$ cat config.mk
export PLATFORM = sky130hd
export DESIGN_NAME = param_universal_shift_register
export DESIGN_NICKNAME = d
export VERILOG_FILES = /design/src/rtl/shreg_pkg.sv /design/src/rtl/shreg_frame_counter.sv /design/src/rtl/param_universal_shift_register.sv
export SDC_FILE = /design/constraint.sdc
export NUM_CORES = 1
export LEC_CHECK = 0
export CORE_MARGIN = 2
export CORE_UTILIZATION = 47
export CTS_CLUSTER_DIAMETER = 40
export DETAILED_ROUTE_END_ITERATION = 10
export GPL_ROUTABILITY_DRIVEN = 0
export GPL_TIMING_DRIVEN = 0
export PLACE_DENSITY = 0.85
export REMOVE_ABC_BUFFERS = 1
export SYNTH_ARGS = -nofsm -noshare
export SYNTH_HDL_FRONTEND = slang
export SYNTH_SLANG_ARGS = --single-unit
$ cat constraint.sdc
create_clock -name clk -period 3.6 [get_ports clk]
set_input_delay 0.54 -clock clk [delete_from_list [all_inputs] [get_ports clk]]
set_output_delay 0.54 -clock clk [all_outputs]
set_load 0.02 [all_outputs]
$ cat src/rtl/shreg_pkg.sv
// Shared mode encodings and helpers for the universal shift register.
package shreg_pkg;

    localparam logic [2:0] MODE_HOLD = 3'b000;
    localparam logic [2:0] MODE_SHL  = 3'b001;
    localparam logic [2:0] MODE_SHR  = 3'b010;
    localparam logic [2:0] MODE_ROL  = 3'b011;
    localparam logic [2:0] MODE_ROR  = 3'b100;
    localparam logic [2:0] MODE_LOAD = 3'b101;
    localparam logic [2:0] MODE_CLR  = 3'b110;

    // True for the four modes that advance the frame counter.
    function automatic logic is_shift_mode(input logic [2:0] mode);
        return (mode == MODE_SHL) || (mode == MODE_SHR) ||
               (mode == MODE_ROL) || (mode == MODE_ROR);
    endfunction

endpackage

$ cat src/rtl/shreg_frame_counter.sv
// Counts shift/rotate operations and pulses frame_done when WIDTH of them complete.
module shreg_frame_counter #(
    parameter int WIDTH = 8,
    parameter int CNT_W = $clog2(WIDTH + 1)
) (
    input  logic             clk,
    input  logic             rst,
    input  logic             inc,
    input  logic             clr,
    output logic [CNT_W-1:0] shift_cnt,
    output logic             frame_done
);

    localparam logic [CNT_W-1:0] LAST_CNT = CNT_W'(WIDTH - 1);

    logic [CNT_W-1:0] cnt_reg, cnt_next;
    logic             done_reg, done_next;

    // Clear wins over increment; a wrap restarts the count and flags the frame.
    always_comb begin
        cnt_next  = cnt_reg;
        done_next = 1'b0;
        if (clr) begin
            cnt_next = '0;
        end else if (inc) begin
            if (cnt_reg == LAST_CNT) begin
                cnt_next  = '0;
                done_next = 1'b1;
            end else begin
                cnt_next = cnt_reg + CNT_W'(1);
            end
        end
    end

    always_ff @(posedge clk) begin
        if (rst) begin
            cnt_reg  <= '0;
            done_reg <= 1'b0;
        end else begin
            cnt_reg  <= cnt_next;
            done_reg <= done_next;
        end
    end

    assign shift_cnt  = cnt_reg;
    assign frame_done = done_reg;

endmodule

$ cat src/rtl/param_universal_shift_register.sv
// WIDTH-bit universal shift register (hold/shift/rotate/load/clear) with frame counter.
// Optional registered parity output enabled by defining SHREG_PARITY_EN.
module param_universal_shift_register
    import shreg_pkg::*;
#(
    parameter int WIDTH = 8,
    localparam int CNT_W = $clog2(WIDTH + 1)
) (
    input  logic             clk,
    input  logic             rst,
    input  logic [2:0]       mode,
    input  logic             ser_in,
    input  logic [WIDTH-1:0] par_in,
    output logic [WIDTH-1:0] q,
    output logic             ser_out_msb,
    output logic             ser_out_lsb,
    output logic [CNT_W-1:0] shift_cnt,
    output logic             frame_done
`ifdef SHREG_PARITY_EN
    ,
    output logic             parity
`endif
);

    logic [WIDTH-1:0] q_reg, q_next;
    logic             cnt_inc, cnt_clr;

    // Reserved and unknown codes fall to default, so q only ever holds.
    always_comb begin
        q_next = q_reg;
        case (mode)
            MODE_SHL:  q_next = {q_reg[WIDTH-2:0], ser_in};
            MODE_SHR:  q_next = {ser_in, q_reg[WIDTH-1:1]};
            MODE_ROL:  q_next = {q_reg[WIDTH-2:0], q_reg[WIDTH-1]};
            MODE_ROR:  q_next = {q_reg[0], q_reg[WIDTH-1:1]};
            MODE_LOAD: q_next = par_in;
            MODE_CLR:  q_next = '0;
            default:   q_next = q_reg;
        endcase
    end

    always_ff @(posedge clk) begin
        if (rst) begin
            q_reg <= '0;
        end else begin
            q_reg <= q_next;
        end
    end

    assign cnt_inc = is_shift_mode(mode);
    assign cnt_clr = (mode == MODE_LOAD) || (mode == MODE_CLR);

    shreg_frame_counter #(
        .WIDTH (WIDTH),
        .CNT_W (CNT_W)
    ) u_frame_counter (
        .clk        (clk),
        .rst        (rst),
        .inc        (cnt_inc),
        .clr        (cnt_clr),
        .shift_cnt  (shift_cnt),
        .frame_done (frame_done)
    );

`ifdef SHREG_PARITY_EN
    logic parity_reg;

    // Computed from q_next so it tracks q in the same cycle.
    always_ff @(posedge clk) begin
        if (rst) begin
            parity_reg <= 1'b0;
        end else begin
            parity_reg <= ^q_next;
        end
    end

    assign parity = parity_reg;
`endif

    assign q           = q_reg;
    assign ser_out_msb = q_reg[WIDTH-1];
    assign ser_out_lsb = q_reg[0];

endmodule

### Word-level counts from Yosys, hierarchy flattened

Cells that the tools add are included.

| word-level totals | value |
|---|---|
| bits in registers | 13 |
| bits of input ports | 14 |
| output and inout port bits | 15 |

| cells by class | value |
|---|---|
| equality and inequality tests | 7 |
| add/subtract/negate cells | 1 |
| reductions and logical operators | 7 |
| bitwise operators | 1 |
| mux-type cells | 3 |

Operators with widths:

| kind | count |
|---|---|
| $pmux 8 s6 | 1 |
| $eq 3x3->1 const B | 3 |
| $eq 3x2->1 const B | 2 |
| $reduce_bool 6->1 | 1 |
| $add 4x1->4 const B | 1 |
| $eq 4x3->1 const B | 1 |
| $logic_or 1x1->1 | 4 |
| $mux 4 | 1 |
| $eq 3x1->1 const B | 1 |
| $reduce_or 3->1 | 1 |
| $reduce_or 2->1 | 1 |
| $mux 1 | 1 |
| $not 1->1 | 1 |

### Longest topological paths before layout

Gate-level depths: netlist of the first run.

| logic depth | value |
|---|---|
| depth after elaboration | 6 |
| mapped depth | 6 |
| mapped depth without buffers | 5 |

### By module

Synthesis of the first run repeated with hierarchy kept, for this count alone.

| second synthesis, totals | value |
|---|---|
| cell total of the unflattened synthesis | 95 |
| area, all modules | 834.6 um^2 |

By module, submodules not included:

| module | instances | cells each | area an instance (um^2) |
|---|---|---|---|
| param_universal_shift_register | 1 | 74 | 593.1 |
| shreg_frame_counter | 1 | 21 | 241.5 |

### Worst setup path before layout of the first run

No wires, ideal clock.

| timing | value |
|---|---|
| path type | in2reg |
| start point | input mode[1] |
| end point | register q_reg[0], in the netlist q[0] |
| slack | 1.970 ns |
| data arrival time | 1.500 ns |
| cell stages on the path | 6 |
| library setup time | 0.130 ns |
| cell sequence | or3_1 buf_2 and2_1 clkbuf_1 nor2_1 a311oi_2 |

| on the way | value |
|---|---|
| longest elaborated chain between the ends | 2 |

Ends and longest elaborated chain:

| what | line | RTL |
|---|---|---|
| start, declared | param_universal_shift_register.sv:11 | `input logic [2:0] mode,` |
| $eq 3x3->1 (tied with other cells) | param_universal_shift_register.sv:31 | `case (mode)` |
| $pmux 8 s6 or $reduce_bool 6->1 (tied branches) | n/a |  |
| end signal, assigned | param_universal_shift_register.sv:46 | `q_reg <= q_next;` |
| end, declared | param_universal_shift_register.sv:25 | `logic [WIDTH-1:0] q_reg, q_next;` |

Parallel ways exist; a longest one is shown, timed or not.
A chain may end at the register's enable or synchronous reset.

### Worst setup path after layout of the first run

| timing | value |
|---|---|
| start point | input mode[2] |
| end point | register q_reg[0], in the netlist q[0] |

The elaborated chain is that of the path after synthesis.

==> impl_metrics.toml, run 1 <==
[setup_path]
critPathKind = "input pin to register"
path_delay_family = "simple AND/OR/NAND/NOR gates"
crit_slowest_cell = "clkdlybuf4s50_1"
critPathMaxStageDelay_ns = 0.82
start_kind = "input pin"
crit_buf_inv = 1
startpoint = "mode[2]"
required_ns = 3.79
crit_fanout = 25
r2r-start = "u_frame_counter.shift_cnt[0]$_SDFFE_PP0P_"
r2r-end = "u_frame_counter.shift_cnt[2]$_SDFFE_PP0P_"
critPathArrivalTime_ns = 2.60
crit_chain = "clkdlybuf4s50_1 -> nand2b_1 -> nor2_2 -> or4_1 -> a311oi_2"
crit_end = "q[0]$_SDFFE_PP0P_"
r2r_setup_slack_ns = 2.28
cp-end-kind = "register"
r2r_cells = 5
cp_num_cells = 5

[run]
drv_cap = 0

[timing]
hold_viol = 0
period_minus_slack_ns = 2.41
slew_viol_final = 0
fin_ws_ns = 1.19
tns_ns = 0
finClkSkew_ns = 0.00328
setup_viol = 0
holdWs_ns = 0.506
grt_setup_unrepaired = "false"
worst_slew_pin_slew_ns = 0.819
timing.slew.headroom_pct = 45.3
finalCritPeriodShare_pct = 67.0
max_freq_mhz = 415

[finish]
antenna_cells = 0
nFillCells = 146
final_layout_size_suffix_gt1_share_pct = 5.60
fin_cells = 142
final_common_cell = "clkdlybuf4s50_1"
largest_reg_flops = 8
nets = 141
syn2layout_area_growth_pct = 32.9
final_cell_mix = "clkdlybuf4s50_1 (28), dfxtp_1 (13), nor2_1 (10), nor3_1 (9), o21ai_0 (8)"

[hold_path]
hold_depth = 2
hp-class = "register to register"

[clock_network]
cts-resized-gates = 0
cts_max_level = 1
cts_buffer_depth = 2
hold_buffers = 0
clk_latency_ns = 0.27
cts_sinks = 13
clkSlewWorstSetupHoldPaths_ns = 0.09
cts_tree = "yes"
clockRootBuffer = "clkbuf_4"
numCtsBuffers = 3
cts_setup_buffers = 0

[placed_design]
port_buffers = 28
hpwlAfterDp_microns = 1290
dp.cells = 138
place_ws_ns = 0.897

[floorplan]
row_count = 15
core_area_sq_um = 1670
start_util_pct = 48.7
ios = 29
dieWidth_microns = 45.6
die_area_sq_um = 2080
fp.dieH_microns = 45.6

[global_routing]
use_met3_pct = 2.38
grt_max_degree = 26
grt_pass1_wl_microns = 3110
top_usage_layer = "met2"
met2_usage_pct = 36.3
grtUsageTotal_pct = 20.2
use_met1_pct = 24.3
overflow = 0
grt_antenna_before_repair = 0
grt_pass1_vias = 769

[routing]
first_iter_violations = 9
num_vias = 832
drc = 0
wl_microns = 1810
ant_nets = 0
post_drt_wl_per_cell_microns = 12.8
firstDrtPassIters = 4
routed_via_density = 5.86

[synth]
avgSynthCellArea_sq_um = 7.82
synthDominantCellAreaShare_pct = 32.0
yosys.area.top_type = "dfxtp_1"
netlist_area_sq_um = 813
syn_inst = 104
synth_ff_type = "dfxtp_1"
synth_area_leaders = "dfxtp_1 (32%), o21a_1 (6.5%), o221ai_1 (6.5%)"
synth_edf_count = 0
ys_seq_area_share_pct = 32.0
yosysUniqueCellTypes = 35
ys_seq_elements = 13
yosys_warnings = 0
synth-async-reset-ratio_pct = 0

[pwr]
peakVddDrop_uv = 189
p_per_area_nw_per_um2 = 329
p_leak_nw = 0.391

[run_status]
status = "finished clean"
metrics by stage:
step                instance area [sq um]  utilization (%)  total power, mW
finish                               1080             64.7            0.355
global route                         1080             64.7            0.378
CTS                                  1080             64.7            0.360
detailed placement                   1050             63.1            0.269
global placement                     1050             63.1            0.267
floorplan                             752                -            0.216
layout make-up:
cell class	instances	area, sq um	share of cell area [%]
clock buffers	3	22.5	2.08
clock inverters	1	5.00	0.463
inverters	2	7.51	0.694
multi-input cells	78	484	44.8
flip-flops and latches	13	260	24.1
well taps	17	21.3	1.97
repair buffers	28	280	25.9
worst reg2reg max path: stages, from the launching register on:
cell      delay (ns)
dfxtp_1         0.35
ha_1            0.26
a211o_1         0.30
o211ai_1        0.08
o21ai_0         0.12
a21oi_1         0.14
logic make-up (layout without fill, tap and decap cells):
group,after synthesis,count (layout),share of synthesized area [%]
AOI/OAI and AO/OA,32,32,27.8
xor gates and xnor gates,2,2,2.15
adders and majority gates,1,1,1.54
buffers and inverters,13,34,8.46
DFF,13,13,32.0
and+or+nand+nor,43,43,28.0
power breakdown:
group	switching (mW)	internal [mW]	total, mW
clock network	0.0493	0.0411	0.0904
logic	0.0511	0.0520	0.103
registers	0.00927	0.153	0.162
total	0.110	0.246	0.355
Yosys cell counts (2+ instances only):
cell and n:
dfxtp_1 13, nor2_1 10, nor3_1 9, o21ai_0 8
o21a_1 7, o221ai_1 6, buf_2 4, buf_4 4
nand2_1 4, a21oi_1 3, nand3_1 3, nor3b_1 3
and3_1 2, clkbuf_1 2, inv_1 2, nor2_2 2
nor2b_1 2, o22ai_1 2, xor2_1 2
metal layers:
| layer | wire length (microns) | share of wire (%) | up-vias |
|---|---|---|---|
| li1 | - | - | 432 |
| met2 | 925 | 51 | 18 |
| met5 | 0 | 0 | - |
| met3 | 67 | 3.7 | 2 |
| met4 | 10 | 0.55 | 0 |
| met1 | 807 | 45 | 380 |
worst min-delay path by stage:
stage	from	to	slack, ns
floorplan	u_frame_counter.shift_cnt[0]$_SDFFE_PP0P_	u_frame_counter.shift_cnt[0]$_SDFFE_PP0P_	0.55
global placement	u_frame_counter.shift_cnt[0]$_SDFFE_PP0P_	u_frame_counter.shift_cnt[0]$_SDFFE_PP0P_	0.50
detailed placement	u_frame_counter.shift_cnt[0]$_SDFFE_PP0P_	u_frame_counter.shift_cnt[0]$_SDFFE_PP0P_	0.50
CTS	u_frame_counter.shift_cnt[0]$_SDFFE_PP0P_	u_frame_counter.shift_cnt[0]$_SDFFE_PP0P_	0.51
global route	u_frame_counter.shift_cnt[0]$_SDFFE_PP0P_	u_frame_counter.shift_cnt[0]$_SDFFE_PP0P_	0.54
finish	u_frame_counter.shift_cnt[0]$_SDFFE_PP0P_	u_frame_counter.shift_cnt[0]$_SDFFE_PP0P_	0.51
(Power assumes the default switching activity.)
==> run 2: changes to the inputs <==
--- a/config.mk
+++ b/config.mk
@@ -6,12 +6,12 @@
 export NUM_CORES = 1
 export LEC_CHECK = 0
 export CORE_MARGIN = 2
-export CORE_UTILIZATION = 47
+export CORE_UTILIZATION = 43
 export CTS_CLUSTER_DIAMETER = 40
 export DETAILED_ROUTE_END_ITERATION = 10
 export GPL_ROUTABILITY_DRIVEN = 0
 export GPL_TIMING_DRIVEN = 0
-export PLACE_DENSITY = 0.85
+export PLACE_DENSITY = 0.79
 export REMOVE_ABC_BUFFERS = 1
 export SYNTH_ARGS = -nofsm -noshare
 export SYNTH_HDL_FRONTEND = slang
==> constraint.sdc (replaced) <==
create_clock -name clk -period 2.5 [get_ports clk]
set_input_delay 0.375 -clock clk [delete_from_list [all_inputs] [get_ports clk]]
set_output_delay 0.375 -clock clk [all_outputs]
set_load 0.02 [all_outputs]
==> run 2 against run 1 <==
Net effect: utilization is 2.3 points lower; die area up 8.5%; highest routed layer unchanged; register-to-register slack worse by 1.1 ns; flip-flop and latch count stayed put; hold slack improved by 0.012 ns.
==> impl_metrics.toml, run 2 (synthesized netlist as in run 1, its figures left out) <==
[global_routing]
overflow = 0
grt_max_degree = 26
grt_pass1_vias = 726
grtUsageTotal_pct = 19.5
grt_antenna_before_repair = 0
grt_pass1_wl_microns = 3060

[pwr]
p_leak_nw = 0.389
p_per_area_nw_per_um2 = 475
power.internal_uw = 357
power_frac_comb_pct = 29.0
peakVddDrop_uv = 240
p_seq_share_pct = 45.0
switching_share_pct = 31.2
pwr-share-clk_pct = 26.0
p_switching_uw = 162

[routing]
drc = 0
first_iter_violations = 13
num_vias = 860
wl_microns = 2010
firstDrtPassIters = 5
post_drt_wl_per_cell_microns = 13.4
routed_via_density = 5.73
ant_nets = 0

[floorplan]
row_count = 15
start_util_pct = 46.6
core_area_sq_um = 1750
die_area_sq_um = 2260
ios = 29
fp.dieH_microns = 47.5
dieWidth_microns = 47.5

[clock_network]
cts_setup_buffers = 0
clockRootBuffer = "clkbuf_4"
cts-resized-gates = 0
hold_buffers = 0
cts_max_level = 1
cts_tree = "yes"
clkSlewWorstSetupHoldPaths_ns = 0.09
cts_buffer_depth = 2
numCtsBuffers = 3
cts_sinks = 13
clk_latency_ns = 0.27

[finish]
nFillCells = 174
multi_input_area_sq_um = 484
final_common_cell = "clkdlybuf4s50_1"
syn2layout_area_growth_pct = 34.0
fin_cells = 150
antenna_cells = 0
nets = 141
seqCellArea_sq_um = 260
final_cell_mix = "clkdlybuf4s50_1 (28), dfxtp_1 (13), nor2_1 (10), nor3_1 (9), o21ai_0 (8)"
final_layout_size_suffix_gt1_share_pct = 4.80
largest_reg_flops = 8
finalInstanceArea_sq_um = 1090

[hold_path]
hp-class = "register to register"
hp-start = "u_frame_counter.shift_cnt[0]$_SDFFE_PP0P_"

[timing]
hold_viol = 0
timing.slew.headroom_pct = 43.2
setup_viol = 0
fin_ws_ns = 0.208
worst_slew_pin_slew_ns = 0.849
finClkSkew_ns = 0.00211
finalCritPeriodShare_pct = 91.7
slew_viol_final = 0
max_freq_mhz = 436
tns_ns = 0
grt_setup_unrepaired = "false"
holdWs_ns = 0.518
period_minus_slack_ns = 2.29

[setup_path]
critPathArrivalTime_ns = 2.48
path_delay_family = "simple AND/OR/NAND/NOR gates"
crit_buf_inv = 1
crit_chain = "clkdlybuf4s50_1 -> nand2b_1 -> nor2_2 -> or4_1 -> a311oi_2"
cp-end-kind = "register"
crit_slowest_cell = "clkdlybuf4s50_1"
crit_fanout = 25
startpoint = "mode[2]"
critPathKind = "input pin to register"
r2r-start = "u_frame_counter.shift_cnt[0]$_SDFFE_PP0P_"
start_kind = "input pin"
critPathMaxStageDelay_ns = 0.84
required_ns = 2.69

[placed_design]
dp.cells = 146
port_buffers = 28
place_ws_ns = -0.0526
dpl_cell_area_sq_um = 1060
hpwlAfterDp_microns = 1390

[run_status]
status = "finished clean"

[run]
drv_cap = 0
run 2: cell types whose count changed in the layout (fill, tap and decap cells not counted), sizes merged:
cell	change
clkinv	-1
clkbuf	+1
run 2: cell type report:
type / count / share of cell area [%]
Multi-Input combinational cell: 78 / 44.4
Inverter: 2 / 0.689
Timing Repair Buffer: 28 / 25.7
Tap cell: 25 / 2.87
Sequential cell: 13 / 23.9
Clock buffer: 4 / 2.41
run 2: metal layers:
metal / vias to the layer above / share of wire, % / global-route usage, %
met5: - / 0 / 0
met4: 0 / 1.2 / 8.33
li1: 426 / - / -
met3: 4 / 5.2 / 4.91
met2: 31 / 50 / 31.9
met1: 399 / 44 / 24.4
run 2: power by group through the flow:
stage / clock, mW / combinational, mW / sequential [mW]
global placement: 0 / 0.148 / 0.238
finish: 0.135 / 0.150 / 0.233
detailed placement: 0 / 0.150 / 0.238
floorplan: 0 / 0.0554 / 0.255
CTS: 0.137 / 0.151 / 0.233
global route: 0.153 / 0.164 / 0.235
run 2: per-stage QoR:
step	utilization (%)	total power [mW]
6_report	62.4	0.518
5_1_grt	62.4	0.552
4_1_cts	62.4	0.521
3_5_place_dp	60.9	0.389
3_3_place_gp	60.9	0.385
2_1_floorplan	-	0.311
run 2: tightest hold or removal path, cell delays in order, from the launching register on:
cell	delay (ns)
dfxtp_1	0.35
nand2_1	0.07
a21oi_1	0.06
run 2: worst paths after layout:
kind | end | slack (ns) | depth (start not counted)
worst max-delay path | q[0]$_SDFFE_PP0P_ | 0.21 | 5
worst min-delay path | u_frame_counter.shift_cnt[0]$_SDFFE_PP0P_ | 0.52 | 2
worst max register to register | u_frame_counter.shift_cnt[2]$_SDFFE_PP0P_ | 1.17 | 5
worst min register to register | u_frame_counter.shift_cnt[0]$_SDFFE_PP0P_ | 0.52 | 2
==> run 3: changes to the inputs <==
--- a/config.mk
+++ b/config.mk
@@ -6,12 +6,12 @@
 export NUM_CORES = 1
 export LEC_CHECK = 0
 export CORE_MARGIN = 2
-export CORE_UTILIZATION = 43
-export CTS_CLUSTER_DIAMETER = 40
+export CORE_UTILIZATION = 39
+export CTS_CLUSTER_DIAMETER = 100
 export DETAILED_ROUTE_END_ITERATION = 10
 export GPL_ROUTABILITY_DRIVEN = 0
 export GPL_TIMING_DRIVEN = 0
-export PLACE_DENSITY = 0.79
+export PLACE_DENSITY = 0.76
 export REMOVE_ABC_BUFFERS = 1
 export SYNTH_ARGS = -nofsm -noshare
 export SYNTH_HDL_FRONTEND = slang
==> constraint.sdc (replaced) <==
create_clock -name clk -period 2 [get_ports clk]
set_input_delay 0.3 -clock clk [delete_from_list [all_inputs] [get_ports clk]]
set_output_delay 0.3 -clock clk [all_outputs]
set_load 0.02 [all_outputs]
==> run 3 against run 2 <==
Net effect: routed wire length grew 3.4%; sequential power grew 25%; via count shrank 1.2%; worst setup slack lost 0.11 ns; critical path type unchanged; highest routed layer unchanged.
==> impl_metrics.toml, run 3 (synthesized netlist as in run 1, its figures left out) <==
[run_status]
status = "finished clean"

[floorplan]
start_util_pct = 41.5
fp.dieH_microns = 49.7
dieWidth_microns = 49.7
core_area_sq_um = 1960
ios = 29
die_area_sq_um = 2470
row_count = 16

[placed_design]
place_ws_ns = -0.527
dpl_cell_area_sq_um = 1070
port_buffers = 28
hpwlAfterDp_microns = 1520

[finish]
largest_reg_flops = 8
syn2layout_area_growth_pct = 34.6
final_common_cell = "clkdlybuf4s50_1"
final_layout_size_suffix_gt1_share_pct = 5.60
seqCellArea_sq_um = 260
multi_input_area_sq_um = 487
nets = 141
antenna_cells = 0
final_cell_mix = "clkdlybuf4s50_1 (25), dfxtp_1 (13), nor2_1 (10), nor3_1 (9), o21ai_0 (8)"
finalInstanceArea_sq_um = 1090
nFillCells = 202

[routing]
wl_microns = 2080
firstDrtPassIters = 4
first_iter_violations = 21
num_vias = 850
post_drt_wl_per_cell_microns = 13.7
ant_nets = 0
drc = 0
routed_via_density = 5.59

[global_routing]
grtUsageTotal_pct = 17.7
grt_antenna_before_repair = 0
grt_max_degree = 26
overflow = 0
grt_pass1_vias = 725
grt_pass1_wl_microns = 3370

[timing]
max_freq_mhz = 527
timing.slew.headroom_pct = 42.4
grt_setup_unrepaired = "false"
holdWs_ns = 0.507
slew_viol_final = 0
hold_viol = 0
setup_viol = 0
finalCritPeriodShare_pct = 95.0
finClkSkew_ns = 0.000571
worst_slew_pin_slew_ns = 0.865
fin_ws_ns = 0.101
period_minus_slack_ns = 1.90

[clock_network]
cts_max_level = 1
clkSlewWorstSetupHoldPaths_ns = 0.08
hold_buffers = 0
cts_buffer_depth = 2
cts_sinks = 13
cts_tree = "yes"
numCtsBuffers = 3
clockRootBuffer = "clkbuf_4"
cts_setup_buffers = 0
clk_latency_ns = 0.27

[pwr]
p_per_area_nw_per_um2 = 588
p_leak_nw = 0.401
power_uw = 644
peakVddDrop_uv = 498

[setup_path]
path_delay_family = "buffers and inverters"
critPathKind = "input pin to register"
critPathArrivalTime_ns = 2.08
cp-end-kind = "register"
required_ns = 2.18
crit_buf_inv = 1
start_kind = "input pin"
crit_chain = "dlygate4sd2_1 -> or3_1 -> and2_1 -> nor2_1 -> a311oi_2"
critPathMaxStageDelay_ns = 0.77
crit_fanout = 25
crit_slowest_cell = "dlygate4sd2_1"

[run]
drv_cap = 0

[hold_path]
hp-class = "register to register"
[run 3: cell count changes in the layout (fill, tap and decap cells not counted)]
cell | previous run | this run
clkdlybuf4s50_1 | 28 | 25
nand2b_2 | 0 | 1
dlymetal6s2s_1 | 0 | 1
dlygate4sd2_1 | 0 | 2
nand2b_1 | 1 | 0
[run 3: worst reg2reg max path, stage by stage (launching register included)]
cell      delay (ns)
dfxtp_1         0.34
ha_1            0.26
a211o_1         0.30
o211ai_1        0.08
o21ai_0         0.11
a21oi_1         0.15
[run 3: area by class of cell]
type                       instances  area share, %
clock buffer                       4           2.40
inverter                           2          0.686
sequential                        13           23.8
tap                               27           3.09
timing repair buffer              28           25.6
multi-input combinational         78           44.5
[run 3: per-layer routing]
metal	wire length, microns	share of wire, %	vias up	GRT usage (%)
met1	998	48	395	23.6
met2	973	47	23	26.7
met5	0	0	-	0
li1	-	-	428	-
met3	77	3.7	4	3.64
met4	34	1.6	0	9.26
[run 3: what timing repair did]
action	in CTS	in global routing
gates cloned	0	0
resized for setup	3	1
setup endpoints to repair	8	1
[run 3: metrics by stage]
stage          TNS [ns]  util (%)  cells
5_1_grt               0      55.8    152
4_1_cts               0      55.7    152
3_3_place_gp      -2.67      54.3    148
6_report              0      55.8    152
2_1_floorplan         0         -     93
3_5_place_dp      -3.52      54.3    148
[run 3: path summary, 6_finish.rpt]
kind | from | end | slack [ns] | cells past startpoint
setup reg to reg | u_frame_counter.shift_cnt[0]$_SDFFE_PP0P_ | u_frame_counter.shift_cnt[2]$_SDFFE_PP0P_ | 0.68 | 5
setup / recovery | mode[2] | q[0]$_SDFFE_PP0P_ | 0.10 | 5
hold / removal | u_frame_counter.shift_cnt[0]$_SDFFE_PP0P_ | u_frame_counter.shift_cnt[0]$_SDFFE_PP0P_ | 0.51 | 2
hold reg to reg | u_frame_counter.shift_cnt[0]$_SDFFE_PP0P_ | u_frame_counter.shift_cnt[0]$_SDFFE_PP0P_ | 0.51 | 2
[run 3: where the power goes]
| part | switching [mW] | internal (mW) |
|---|---|---|
| clock network | 0.0853 | 0.0772 |
| logic | 0.0971 | 0.0924 |
| registers | 0.0170 | 0.275 |
